`src/rtl/uart_hex_reporter_pkg.sv`:
```
// Shared definitions for the hex reporter: FSM encodings, ASCII constants and
// frame geometry used by the reporter top and its serializer.
package uart_hex_reporter_pkg;

    typedef enum logic [1:0] {
        ST_IDLE = 2'd0,
        ST_SEND = 2'd1,
        ST_DONE = 2'd2
    } rpt_state_e;

    typedef enum logic [1:0] {
        TX_IDLE  = 2'd0,
        TX_START = 2'd1,
        TX_DATA  = 2'd2,
        TX_STOP  = 2'd3
    } tx_state_e;

    localparam logic [7:0] ASCII_R  = 8'h52;
    localparam logic [7:0] ASCII_EQ = 8'h3D;
    localparam logic [7:0] ASCII_0  = 8'h30;
    localparam logic [7:0] ASCII_A  = 8'h41;
    localparam logic [7:0] ASCII_CR = 8'h0D;
    localparam logic [7:0] ASCII_LF = 8'h0A;

    // Index of the final byte in a report frame ("R", tag, "=", hi, lo, CR, LF).
    localparam logic [2:0] LAST_IDX = 3'd6;

endpackage

```
`src/rtl/uart_hex_reporter_tx.sv`:
```
// 8N1 UART serializer with a valid/ready byte interface; ready only while idle.
// Bit timing comes from a down-counter reloaded with the clocks-per-bit value.
//
// state    | meaning
// TX_IDLE  | line high, ready for a byte
// TX_START | driving the start bit
// TX_DATA  | shifting out 8 data bits, LSB first
// TX_STOP  | driving the stop bit
module uart_tx
    import uart_hex_reporter_pkg::*;
#(
    parameter int CLK_FRE   = 50,
    parameter int BAUD_RATE = 115200
) (
    input  logic       clk,
    input  logic       rst_n,
    input  logic [7:0] tx_data,
    input  logic       tx_data_valid,
    output logic       tx_data_ready,
    output logic       tx_pin
);

    localparam int CYCLE = (CLK_FRE * 1000000) / BAUD_RATE;
    localparam int CNT_W = (CYCLE > 1) ? $clog2(CYCLE) : 1;
    localparam logic [CNT_W-1:0] CNT_LOAD = CNT_W'(CYCLE - 1);

    tx_state_e        state_q, state_d;
    logic [CNT_W-1:0] cnt_q, cnt_d;
    logic [2:0]       bit_q, bit_d;
    logic [7:0]       shift_q, shift_d;
    logic             pin_q, pin_d;

    always_ff @(posedge clk or negedge rst_n) begin
        if (!rst_n) begin
            state_q <= TX_IDLE;
            cnt_q   <= '0;
            bit_q   <= '0;
            shift_q <= '0;
            pin_q   <= 1'b1;
        end else begin
            state_q <= state_d;
            cnt_q   <= cnt_d;
            bit_q   <= bit_d;
            shift_q <= shift_d;
            pin_q   <= pin_d;
        end
    end

    always_comb begin
        state_d = state_q;
        cnt_d   = cnt_q;
        bit_d   = bit_q;
        shift_d = shift_q;
        pin_d   = pin_q;
        case (state_q)
            TX_IDLE: begin
                pin_d = 1'b1;
                if (tx_data_valid) begin
                    shift_d = tx_data;
                    pin_d   = 1'b0;
                    cnt_d   = CNT_LOAD;
                    state_d = TX_START;
                end
            end
            TX_START: begin
                if (cnt_q == '0) begin
                    pin_d   = shift_q[0];
                    bit_d   = 3'd0;
                    cnt_d   = CNT_LOAD;
                    state_d = TX_DATA;
                end else begin
                    cnt_d = cnt_q - 1'b1;
                end
            end
            TX_DATA: begin
                if (cnt_q == '0) begin
                    cnt_d = CNT_LOAD;
                    if (bit_q == 3'd7) begin
                        pin_d   = 1'b1;
                        state_d = TX_STOP;
                    end else begin
                        // shift_q[0] always holds the bit currently on the line
                        shift_d = {1'b0, shift_q[7:1]};
                        pin_d   = shift_q[1];
                        bit_d   = bit_q + 1'b1;
                    end
                end else begin
                    cnt_d = cnt_q - 1'b1;
                end
            end
            TX_STOP: begin
                if (cnt_q == '0) begin
                    state_d = TX_IDLE;
                end else begin
                    cnt_d = cnt_q - 1'b1;
                end
            end
            default: begin
                state_d = TX_IDLE;
                pin_d   = 1'b1;
            end
        endcase
    end

    assign tx_data_ready = (state_q == TX_IDLE);
    assign tx_pin        = pin_q;

endmodule

```
`src/rtl/uart_hex_reporter.sv`:
```
// Formats a tagged register value as "Rn=HH\r\n" and streams it over UART.
// One request is captured per frame; requests arriving while busy are dropped.
//
// state   | meaning
// ST_IDLE | ready for a request
// ST_SEND | feeding the 7 frame bytes to the serializer
// ST_DONE | frame handed off, bump the report counter
module uart_hex_reporter
    import uart_hex_reporter_pkg::*;
#(
    parameter int CLK_FRE   = 50,
    parameter int BAUD_RATE = 115200
) (
    input  logic       clk,
    input  logic       rst_n,
    input  logic       report_valid,
    output logic       report_ready,
    input  logic [1:0] report_tag,
    input  logic [7:0] report_data,
    output logic       busy,
    output logic [7:0] report_count,
    output logic       uart_tx
);

    rpt_state_e state_q, state_d;
    logic [2:0] idx_q, idx_d;
    logic [1:0] tag_q, tag_d;
    logic [7:0] data_q, data_d;
    logic [7:0] count_q, count_d;

    logic [7:0] tx_data;
    logic       tx_data_valid;
    logic       tx_data_ready;
    logic [7:0] hi_ascii;
    logic [7:0] lo_ascii;

    always_ff @(posedge clk or negedge rst_n) begin
        if (!rst_n) begin
            state_q <= ST_IDLE;
            idx_q   <= '0;
            tag_q   <= '0;
            data_q  <= '0;
            count_q <= '0;
        end else begin
            state_q <= state_d;
            idx_q   <= idx_d;
            tag_q   <= tag_d;
            data_q  <= data_d;
            count_q <= count_d;
        end
    end

    always_comb begin
        state_d = state_q;
        idx_d   = idx_q;
        tag_d   = tag_q;
        data_d  = data_q;
        count_d = count_q;
        case (state_q)
            ST_IDLE: begin
                if (report_valid) begin
                    tag_d   = report_tag;
                    data_d  = report_data;
                    idx_d   = 3'd0;
                    state_d = ST_SEND;
                end
            end
            ST_SEND: begin
                if (tx_data_ready) begin
                    if (idx_q == LAST_IDX) begin
                        state_d = ST_DONE;
                    end else begin
                        idx_d = idx_q + 1'b1;
                    end
                end
            end
            ST_DONE: begin
                count_d = count_q + 8'd1;
                idx_d   = 3'd0;
                state_d = ST_IDLE;
            end
            default: begin
                state_d = ST_IDLE;
                idx_d   = 3'd0;
            end
        endcase
    end

    // Nibble to uppercase hex ASCII: 0-9 from '0', A-F from 'A'.
    always_comb begin
        hi_ascii = (data_q[7:4] < 4'd10) ? (ASCII_0 + {4'd0, data_q[7:4]})
                                         : (ASCII_A + {4'd0, data_q[7:4]} - 8'd10);
        lo_ascii = (data_q[3:0] < 4'd10) ? (ASCII_0 + {4'd0, data_q[3:0]})
                                         : (ASCII_A + {4'd0, data_q[3:0]} - 8'd10);
    end

    always_comb begin
        tx_data = ASCII_R;
        case (idx_q)
            3'd0:    tx_data = ASCII_R;
            3'd1:    tx_data = ASCII_0 + {6'd0, tag_q};
            3'd2:    tx_data = ASCII_EQ;
            3'd3:    tx_data = hi_ascii;
            3'd4:    tx_data = lo_ascii;
            3'd5:    tx_data = ASCII_CR;
            3'd6:    tx_data = ASCII_LF;
            default: tx_data = ASCII_R;
        endcase
    end

    assign tx_data_valid = (state_q == ST_SEND);
    assign report_ready  = (state_q == ST_IDLE);
    assign busy          = ~report_ready;
    assign report_count  = count_q;

    uart_tx #(
        .CLK_FRE  (CLK_FRE),
        .BAUD_RATE(BAUD_RATE)
    ) u_uart_tx (
        .clk          (clk),
        .rst_n        (rst_n),
        .tx_data      (tx_data),
        .tx_data_valid(tx_data_valid),
        .tx_data_ready(tx_data_ready),
        .tx_pin       (uart_tx)
    );

endmodule

```
`config.mk`:
```
export PLATFORM = sky130hd
export DESIGN_NAME = uart_hex_reporter
export DESIGN_NICKNAME = d
export VERILOG_FILES = /design/src/rtl/uart_hex_reporter_pkg.sv /design/src/rtl/uart_hex_reporter_tx.sv /design/src/rtl/uart_hex_reporter.sv
export SDC_FILE = /design/constraint.sdc
export NUM_CORES = 1
export LEC_CHECK = 0
export ABC_AREA = 0
export BUFFER_PORTS_ARGS = -buffer_cell sky130_fd_sc_hd__buf_2
export CAP_MARGIN = 20
export CORE_MARGIN = 5
export CORE_UTILIZATION = 46
export DETAILED_ROUTE_END_ITERATION = 8
export SYNTH_ARGS = -nofsm -noshare
export SYNTH_HDL_FRONTEND = slang
export SYNTH_HIERARCHICAL = 1
export SYNTH_SLANG_ARGS = --single-unit
```
`constraint.sdc`:
```
create_clock -name clk -period 5.55 [get_ports clk]
set_input_delay 1.11 -clock clk [delete_from_list [all_inputs] [get_ports clk]]
set_output_delay 1.11 -clock clk [all_outputs]
set_load 0.03 [all_outputs]
```
# Word-level counts from Yosys, hierarchy flattened
# Index checks and enable logic that the tools add are counted.
# totals
register_bits,46
inputBits,13
output_inout_bits,11
word_cells,96
# op_classes
n_addsub,11
magnitude_cmp,2
n_eq_ne,23
n_mux,34
bitwise_logic,1
reduce_logical,15
# op_table
cell,count
$pmux W8 S6,1
$mux W8,5
$mux W9,3
$pmux W9 S3,1
$mux W3,6
$add A7 B4 Y8 const A,2
$mux W2,8
$pmux W8 S2,1
$sub A8 B4 Y8 const B,2
$add A6 B4 Y7 const A,2
$eq A3 B3 Y1 const B,4
$ne A2 B1 Y1 const B,6
$pmux W3 S2,2
$ne A2 B2 Y1 const B,5
$logic_not A9 Y1,1
$reduce_and A3 Y1,3
$sub A9 B1 Y9 const B,1
$add A8 B1 Y8 const B,1
$lt A4 B4 Y1 const B,2
$pmux W2 S4,1
$reduce_and A4 Y1,2
$add A6 B2 Y7 const A,1
$add A3 B1 Y3 const B,2
$eq A2 B2 Y1 const B,3
other kinds (13),21

# Logic depth before layout (Yosys ltp)
# Gate-level depths: netlist of the first run.
# logic_depth
word_depth,6
mapped_depth,8
mapped_depth_nobuf,8

# By module
# Netlist of the first run, hierarchy kept.
# modules_own_cells
mod,n_inst,cells_per_inst,area_each_um2,seq_area_each_um2
uart_hex_reporter,1,141,1350.0,575.6
uart_tx,1,128,1348.8,576.8

# Worst setup path after synthesis of the first run
# OpenSTA, ideal clock, no wires.
# synth_timing
path_kind,register to output
startpoint,"reg, netlist name state_q[1]"
endpoint,out busy
t_arrival_ps,978
required_ps,4440
slack_ps,3462
path_stages_with_launch,3
path_buffers,0
path_cell_list,dfrtp_1 > nor2_2 > inv_1
# synth_lines
element,line_no,rtl
"end, declared",uart_hex_reporter.sv:20,"output logic busy,"

# Final worst setup path of the first run
# layout_timing
startpoint,reg u_uart_tx.state_q[0]
endpoint,reg u_uart_tx.cnt_q[3]
# layout_via
elab_chain_len,3
elab_cells_between_ends,9
classes_between,eq/ne: 5; mux: 1; reduce/logical: 3
# layout_lines
element,line_no,rtl
"start, declared",uart_hex_reporter_tx.sv:27,"tx_state_e state_q, state_d;"
"start signal, assigned",uart_hex_reporter_tx.sv:41,state_q <= state_d;
$logic_not A2 Y1 *,-,
net tx_data_ready,uart_hex_reporter.sv:33,logic tx_data_ready;
$ne A2 B2 Y1 (no source line),-,
$reduce_and A2 Y1 (no source line),-,
"end signal, assigned",uart_hex_reporter_tx.sv:42,cnt_q <= cnt_d;
"end, declared",uart_hex_reporter_tx.sv:28,"logic [CNT_W-1:0] cnt_q, cnt_d;"
# The timed path passes the listed nets; every way through them passes the cells marked *.
# A chain may end at the register's enable or synchronous reset.

==> results.txt, run 1 <==
----------------------------------------------------
[Status]
  Run status ... finished, final reports clean

[Hold path]
  Type of the most critical hold path ... reg -> reg
  Hold Path Depth ... 1

[Clock tree]
  Worst-case clock buffer depth ... 2
  Clock slew seen by the registers of the worst setup and hold paths ... 0.09 ns
  Level count of the clock H-tree ... 2
  Root Buffer ... sky130_fd_sc_hd__clkbuf_8
  Clk Latency, worst-skew pair ... roughly 0.30 ns
  Clock tree from TritonCTS ... yes
  CTS Buf Count ... 5
  Resize count post-CTS ... 0
  Post-cts hold buffer count ... 0
  CTS sink cnt ... between 40 and 50
  Buffer count from post-CTS setup fixing ... 0

[Worst setup path]
  Maximum cell stage delay along the critical path ... 0.59 ns
  R2R setup slack ... 3.26 ns
  Endpoint of the worst setup timing path ... u_uart_tx/cnt_q[3]
  Data arrival time of the worst path ... ~2.5 ns
  Worst path depth ... 6
  Setup crit start kind ... register
  Destination of the worst register-to-register timing path ... u_uart_tx/cnt_q[3]
  Required time reported for the critical path endpoint ... roughly 5.7 ns
  Ordered cell list for the critical path ... inv_1 -> ha_1 -> nor2b_1 -> a31oi_1 -> o21ai_0 -> a21o_1
  FF-to-FF path depth ... 6
  Largest delay contributor family on the critical path ... compound AO/OA/AOI/OAI gates
  Element type at the critical path end ... register
  Slowest CP cell ... sky130_fd_sc_hd__a31oi_1
  Launching element of the worst setup path ... u_uart_tx/state_q[0]
  Critical path start-end classification ... reg -> reg
  Combined buffer and inverter count along the critical path ... 1
  Max Fanout on Critical Path ... 20
  Worst reg2reg startpoint ... u_uart_tx/state_q[0]

[Die]
  Floorplan Core Area ... about 0.0056 mm^2
  Area of the die ... between 0.007 and 0.008 mm^2
  Effective utilization at floorplan ... a little under 50%
  Die Height ... 86.6 um
  Width of the die ... ~87 um
  Top Ports ... 24
  Number of rows created at floorplan ... 27

[Routing]
  DRC violations left ... 0
  Via total after detailed routing ... between 2,000 and 2,500
  Number of detailed-routing iterations run before antenna repair ... 4
  Drt initial violations ... 74
  Antenna-violating nets left ... 0
  Routed wire per std cell ... 14.1 um
  Via density per instance ... approximately 5.5
  Detailed Route WL ... between 5000 and 6000 um

[Placed design]
  Buffers added on ports ... 23
  GPL Wtd Cong ... between 0.7 and 0.8
  Dpl hpwl ... ~3700 um
  Cell area after placement ... approximately 0.0028 mm^2

[Synth]
  Post-synthesis area per instance ... 10.0 um^2
  Primary flip-flop cell chosen by synthesis mapping ... sky130_fd_sc_hd__dfrtp_1
  EDFF count, synth ... 0
  Number of distinct standard cells referenced by the synthesized netlist ... 58
  Async S/R FF share, synth ... 100%
  Yosys warning total ... 6
  Number of nets produced by synthesis ... around 300
  Share of synthesized area occupied by flip-flops and latches ... between 40% and 50%
  Post-synthesis instance area ... around 0.0027 mm^2
  Number of cells produced by synthesis ... 269
  FF+latch count, synth ... 46

[Final layout]
  Net total in the final layout ... about 320
  Area of all placed cells without fillers ... roughly 0.003 mm^2
  Post-synthesis to final-layout area growth ... 10.2%
  Most frequent standard cell in the layout excluding fill and tap cells ... sky130_fd_sc_hd__dfrtp_1
  Share of post-route cells with drive strength above 1 ... about a fifth
  Highest-count cells in the layout ignoring fill and taps ... sky130_fd_sc_hd__dfrtp_1, sky130_fd_sc_hd__nand2_1, sky130_fd_sc_hd__buf_2
  Layout Utilization ... between 50% and 60%
  Antenna diode count ... 0

[Power and ir drop]
  Switching share of total power ... 41.7%
  Worst voltage drop across the vdd grid ... 0.000254 V
  Sequential power share ... between 30% and 40%
  Total internal power ... around 0.0010 W
  Static Leak ... about 1.3 nW
  Clock share of power ... ~14%
  Switching power total ... slightly above 0.0007 W
  Comb power frac ... between 50% and 60%
  Power per cell area ... between 500 and 600 mW/mm^2

[STA]
  Fraction of the cycle the final worst path needs ... between 40% and 50%
  Max-slew violation count ... 0
  Final Skew ... just under 0.007 ns
  Transition time at the pin with the least slew margin ... 0.726 ns
  Worst Hold Slack ... roughly 0.47 ns
  Setup Total Neg Slack ... 0 ns
  Unrepaired setup endpoints after global routing ... no
  Min Clock Period, post-route ... ~2.3 ns
  Highest clock frequency the design can meet ... 437 MHz
  Final Hold Viols ... 0
  Tightest slew margin relative to the limit ... roughly half
  Final setup violation count ... 0

[Job]
  Max-capacitance violation count ... 0

[GRT]
  Wire length of the first global-routing pass ... slightly above 9000 um
  Largest net degree at the start of global routing ... 47
  GRT Resource Usage Total ... approximately 15%
  Overflow after GRT ... 0
  Antenna violations before repair ... 0
  Via count of the first global-routing pass ... 2,016

----------------------------------------------------
logic make-up after synthesis:
| family | after synthesis | share of synthesized area [%] |
|---|---|---|
| other | 1 | 0.139 |
| adder cells (fa/ha/maj) | 15 | 6.95 |
| flip-flops | 46 | 42.7 |
| AO/OA/AOI/OAI | 72 | 19.0 |
| multiplexers | 13 | 5.47 |
| AND/OR/NAND/NOR | 90 | 18.9 |
| XOR/XNOR | 9 | 2.92 |
| buffers and inverters | 23 | 3.94 |
stage by stage:
stage | total power [W] | setup slack (ns) | cells
2_1_floorplan | 0.00131 | 3.46 | 269
3_3_place_gp | 0.00148 | 3.32 | 354
3_5_place_dp | 0.00149 | 3.28 | 354
4_1_cts | 0.00175 | 3.27 | 362
5_1_grt | 0.00191 | 3.03 | 363
6_report | 0.00173 | 3.26 | 363
registers in the layout, summed over array words and instances, names as in the netlist:
name,flops
u_uart_tx/cnt_q,9
data_q,8
report_count,8
u_uart_tx/shift_q,8
idx_q,3
u_uart_tx/bit_q,3
state_q,2
tag_q,2
u_uart_tx/state_q,2
u_uart_tx/tx_pin,1
area by class of cell:
type	instances	area, um^2
flip-flops and latches	46	1150
well taps	72	90.1
inverters	13	48.8
clock buffers	5	68.8
multi-input cells	200	1440
fillers	537	2630
repair buffers	24	135
clock inverters	3	40.0
layer usage:
metal,track usage [%],up-vias,wire length [um]
met5,0,-,0
met4,4.11,0,62
met3,3.14,7,149
met2,25.2,23,2440
met1,19.3,951,2480
li1,-,1021,-
cell usage after synthesis, drive strengths merged, types with 3 or more instances:
| library cell | count | area share, % |
|---|---|---|
| a21o | 3 | 0.88 |
| a21oi | 9 | 1.7 |
| a22o | 4 | 1.3 |
| a31oi | 4 | 0.93 |
| buf | 3 | 1.2 |
| clkbuf | 7 | 0.97 |
| dfrtp | 45 | 42 |
| ha | 15 | 7.0 |
| inv | 13 | 1.8 |
| mux2 | 11 | 4.7 |
| nand2 | 24 | 3.3 |
| nand3 | 9 | 1.7 |
| nand3b | 3 | 0.97 |
| nor2 | 11 | 1.6 |
| nor2b | 6 | 1.4 |
| nor3 | 12 | 2.2 |
| nor4 | 3 | 1.8 |
| o211ai | 4 | 1.1 |
| o21ai | 22 | 4.1 |
| o221a | 7 | 2.9 |
| o22a | 4 | 1.3 |
| or2 | 8 | 1.9 |
| xnor2 | 7 | 2.3 |
how the worst min path moves through the flow:
stage               startpoint  slack [ns]         endpoint
3_5_place_dp   report_count[7]        0.47  report_count[7]
2_1_floorplan         tag_q[0]        0.48         tag_q[0]
4_1_cts        report_count[7]        0.48  report_count[7]
3_3_place_gp   report_count[7]        0.46  report_count[7]
6_report       report_count[7]        0.47  report_count[7]
5_1_grt        report_count[7]        0.49  report_count[7]
worst reg2reg max path, delay by kind of cell, from the launching register on:
family / cells / cell delay, ns
compound gates: 3 / 1.01
fa+ha+maj: 1 / 0.43
buf+inv: 1 / 0.08
flops: 1 / 0.38
simple gates: 1 / 0.28
power groups by stage:
stage | clock network (W) | registers [W] | logic [W]
after floorplan | 0 | 0.000598 | 0.000716
after global placement | 0 | 0.000620 | 0.000864
after detailed placement | 0 | 0.000622 | 0.000871
after CTS | 0.000255 | 0.000617 | 0.000875
after global routing | 0.000271 | 0.000641 | 0.000995
final | 0.000245 | 0.000617 | 0.000871
No activity file was read; power rests on OpenSTA's default activity.
==> run 2, diff against run 1 <==
--- a/config.mk
+++ b/config.mk
@@ -5,12 +5,13 @@
 export SDC_FILE = /design/constraint.sdc
 export NUM_CORES = 1
 export LEC_CHECK = 0
-export ABC_AREA = 0
+export ABC_AREA = 1
 export BUFFER_PORTS_ARGS = -buffer_cell sky130_fd_sc_hd__buf_2
 export CAP_MARGIN = 20
 export CORE_MARGIN = 5
 export CORE_UTILIZATION = 46
 export DETAILED_ROUTE_END_ITERATION = 8
+export PLACE_DENSITY = 0.66
 export SYNTH_ARGS = -nofsm -noshare
 export SYNTH_HDL_FRONTEND = slang
 export SYNTH_HIERARCHICAL = 1
==> constraint.sdc (replaced) <==
create_clock -name clk -period 2.06 [get_ports clk]
set_input_delay 0.412 -clock clk [delete_from_list [all_inputs] [get_ports clk]]
set_output_delay 0.412 -clock clk [all_outputs]
set_load 0.03 [all_outputs]
==> results.txt, run 2 <==
----------------------------------------------------
[GRT]
  Largest net degree at the start of global routing ... 47 (unchanged)
  Global routing usage on met1 ... 22.0% (+2.7 points)
  Via count of the first global-routing pass ... 2,325 (+15%)
  Routing layer with the top usage in global route ... met2
  GRT Resource Usage Total ... 15.7% (+0.83 points)
  Wire length of the first global-routing pass ... 9980 um (+9.5%)
  Overflow after GRT ... 0 (unchanged)
  Met3 track demand over resource in global routing ... 2.95% (-0.19 points)
  Met2 routing resource usage after global routing ... 24.3% (-0.93 points)
  Antenna violations before repair ... 0 (unchanged)

[Routing]
  DRC violations left ... 0 (unchanged)
  Number of detailed-routing iterations run before antenna repair ... 4 (unchanged)
  Via density per instance ... 4.85 (-12%)
  Detailed Route WL ... 5620 um (+9.7%)
  Antenna-violating nets left ... 0 (unchanged)
  Routed wire per std cell ... 11.3 um (-20%)
  Drt initial violations ... 94 (+27%)
  Via total after detailed routing ... 2,413 (+21%)

[Clock tree]
  Clk Latency, worst-skew pair ... 0.30 ns (about the same)
  Buffer count from post-CTS setup fixing ... 0 (unchanged)
  Post-cts hold buffer count ... 0 (unchanged)
  CTS sink cnt ... 46 (unchanged)
  Clock tree from TritonCTS ... yes
  CTS Buf Count ... 5 (unchanged)
  Root Buffer ... sky130_fd_sc_hd__clkbuf_8
  Worst-case clock buffer depth ... 2 (unchanged)
  Level count of the clock H-tree ... 2 (unchanged)
  Clock slew seen by the registers of the worst setup and hold paths ... 0.09 ns (about the same)
  Resize count post-CTS ... 0 (unchanged)

[Synth]
  Primary flip-flop cell chosen by synthesis mapping ... sky130_fd_sc_hd__dfrtp_1
  Count leader, synth ... sky130_fd_sc_hd__nand2_1
  Async S/R FF share, synth ... 100% (unchanged)
  Yosys warning total ... 6 (unchanged)
  Post-synthesis instance area ... 0.00290 mm^2 (+7.6%)
  Share of Yosys cell area claimed by the top area cell type ... 38.8% (-2.9 points)
  Top post-synthesis cells by area ... sky130_fd_sc_hd__dfrtp_1, sky130_fd_sc_hd__nand2_1, sky130_fd_sc_hd__nand3_1, sky130_fd_sc_hd__inv_1, sky130_fd_sc_hd__ha_1
  Post-synthesis area per instance ... 7.46 um^2 (-26%)
  Cell taking the most area after synthesis ... sky130_fd_sc_hd__dfrtp_1
  Share of synthesized area occupied by flip-flops and latches ... 39.7% (-3.0 points)
  EDFF count, synth ... 0 (unchanged)
  Number of distinct standard cells referenced by the synthesized netlist ... 32 (-45%)
  Ranking of synthesized cells by instance count ... sky130_fd_sc_hd__nand2_1, sky130_fd_sc_hd__inv_1, sky130_fd_sc_hd__dfrtp_1
  FF+latch count, synth ... 46 (unchanged)
  Number of nets produced by synthesis ... 417 (+40%)
  Number of cells produced by synthesis ... 389 (+45%)

[Die]
  Width of the die ... 89.4 um (+3.3%)
  Top Ports ... 24 (unchanged)
  Effective utilization at floorplan ... 46.5% (-1.6 points)
  Floorplan Core Area ... 0.00624 mm^2 (+11%)
  Number of rows created at floorplan ... 29 (+7.4%)
  Die Height ... 89.4 um (+3.3%)
  Area of the die ... 0.00800 mm^2 (+6.7%)

[Placed design]
  Dpl hpwl ... 4250 um (+15%)
  Placed cell count ... 489 (+38%)
  Buffers added on ports ... 23 (unchanged)
  GPL Wtd Cong ... 0.859 (+14%)

[Final layout]
  Flip-flop count of the largest register, all copies and words added ... 9 (unchanged)
  Number of filler instances in the final layout ... 628 (+17%)
  Net total in the final layout ... 448 (+41%)
  Post-synthesis to final-layout area growth ... 11.1%
  Antenna diode count ... 0 (unchanged)
  Register with the most flip-flops ... u_uart_tx/cnt_q
  Share of post-route cells with drive strength above 1 ... 15.4% (-4.8 points)
  Most frequent standard cell in the layout excluding fill and tap cells ... sky130_fd_sc_hd__nand2_1
  Highest-count cells in the layout ignoring fill and taps ... sky130_fd_sc_hd__nand2_1, sky130_fd_sc_hd__inv_1, sky130_fd_sc_hd__dfrtp_1
  Final cell count without fillers ... 498 (+37%)

[STA]
  Min Clock Period, post-route ... 1.88 ns (-0.406 ns)
  Max-slew violation count ... 0 (unchanged)
  Tightest slew margin relative to the limit ... 61.2% (+9.9 points)
  Highest clock frequency the design can meet ... 531 MHz (+22%)
  Unrepaired setup endpoints after global routing ... no
  Setup Total Neg Slack ... 0 ns (unchanged)
  Transition time at the pin with the least slew margin ... 0.582 ns (-0.144 ns)
  Final setup violation count ... 0 (unchanged)
  Final Skew ... 0.00823 ns (+0.00130 ns)
  Worst Hold Slack ... 0.187 ns (-0.282 ns)
  Final Hold Viols ... 0 (unchanged)
  Fraction of the cycle the final worst path needs ... 91.4% (+50 points)

[Worst setup path]
  R2R setup slack ... 0.18 ns (-3.08 ns)
  Max Fanout on Critical Path ... 16 (-20%)
  Data arrival time of the worst path ... 2.07 ns (-0.41 ns)
  Setup crit start kind ... register
  Required time reported for the critical path endpoint ... 2.25 ns (-3.49 ns)
  Critical path start-end classification ... reg -> reg
  Element type at the critical path end ... register

[Hold path]
  Type of the most critical hold path ... in -> async

[Power and ir drop]
  Static Leak ... 1.83 nW (+39%)
  Power per cell area ... 473 mW/mm^2 (-19%)
  Worst voltage drop across the vdd grid ... 0.000314 V (+24%)

[Job]
  Max-capacitance violation count ... 0 (unchanged)

[Status]
  Run status ... finished, final reports clean

----------------------------------------------------
-- run 2: final cells by class --
cell class,instances,area (um^2),share of cell area [%]
clock buffers,6,82.6,2.56
clock inverters,2,12.5,0.388
inverters,54,203,6.29
multi-input cells,286,1520,47.1
flip-flops and latches,46,1150,35.7
well taps,77,96.3,2.99
repair buffers,27,158,4.89
-- run 2: logic make-up (layout without fill, tap and decap cells) --
| logic type | after synthesis | after routing | synth area share [%] |
|---|---|---|---|
| buffers and inverters | 57 | 89 | 7.93 |
| other | 1 | 1 | 0.129 |
| xor gates and xnor gates | 6 | 6 | 1.81 |
| AOI/OAI and AO/OA | 39 | 39 | 8.10 |
| and+or+nand+nor | 219 | 219 | 33.8 |
| adders and majority gates | 15 | 15 | 6.47 |
| DFF | 46 | 46 | 39.7 |
| muxes | 6 | 6 | 2.07 |
-- run 2: path summary, 6_finish.rpt --
check	from	to	cells past startpoint
max in group asynchronous	rst_n	data_q[3]	2
setup reg to reg	u_uart_tx/state_q[0]	u_uart_tx/shift_q[1]	9
hold reg to reg	u_uart_tx/tx_pin	u_uart_tx/tx_pin	2
min in group clk	report_tag[0]	tag_q[0]	3
hold / removal	rst_n	u_uart_tx/bit_q[2]	2
setup / recovery	u_uart_tx/state_q[0]	u_uart_tx/shift_q[1]	9
-- run 2: metrics by stage --
step / power [W] / util, % / setup WS (ns) / instance area, um^2
after global placement: 0.000956 / 49.8 / 0.291 / 3110
after global routing: 0.00158 / 51.7 / 0.0387 / 3220
after CTS: 0.00155 / 51.3 / 0.142 / 3200
final: 0.00152 / 51.7 / 0.177 / 3220
after detailed placement: 0.000957 / 49.8 / 0.161 / 3110
after floorplan: 0.000925 / - / 0.410 / 2900
-- run 2: layer usage --
layer	part of all wire [%]	wire length, um
met1	51	2840
met2	44	2480
met3	3.7	209
met4	1.6	89
met5	0	0
-- run 2: worst max-delay path, stage by stage (launching register included) --
cell                      delay [ns]
sky130_fd_sc_hd__dfrtp_1        0.40
sky130_fd_sc_hd__inv_1          0.08
sky130_fd_sc_hd__ha_1           0.26
sky130_fd_sc_hd__inv_1          0.20
sky130_fd_sc_hd__nor2_1         0.11
sky130_fd_sc_hd__a21oi_1        0.28
sky130_fd_sc_hd__nand3_4        0.12
sky130_fd_sc_hd__buf_12         0.17
sky130_fd_sc_hd__nand2_1        0.08
sky130_fd_sc_hd__o21ai_2        0.05
-- run 2: power by group --
part / total (W) / switching [W] / internal (W)
clock: 0.000587 / 0.000317 / 0.000270
sequential: 0.000904 / 0.000000679 / 0.000903
combinational: 0.0000331 / 0.0000226 / 0.0000105
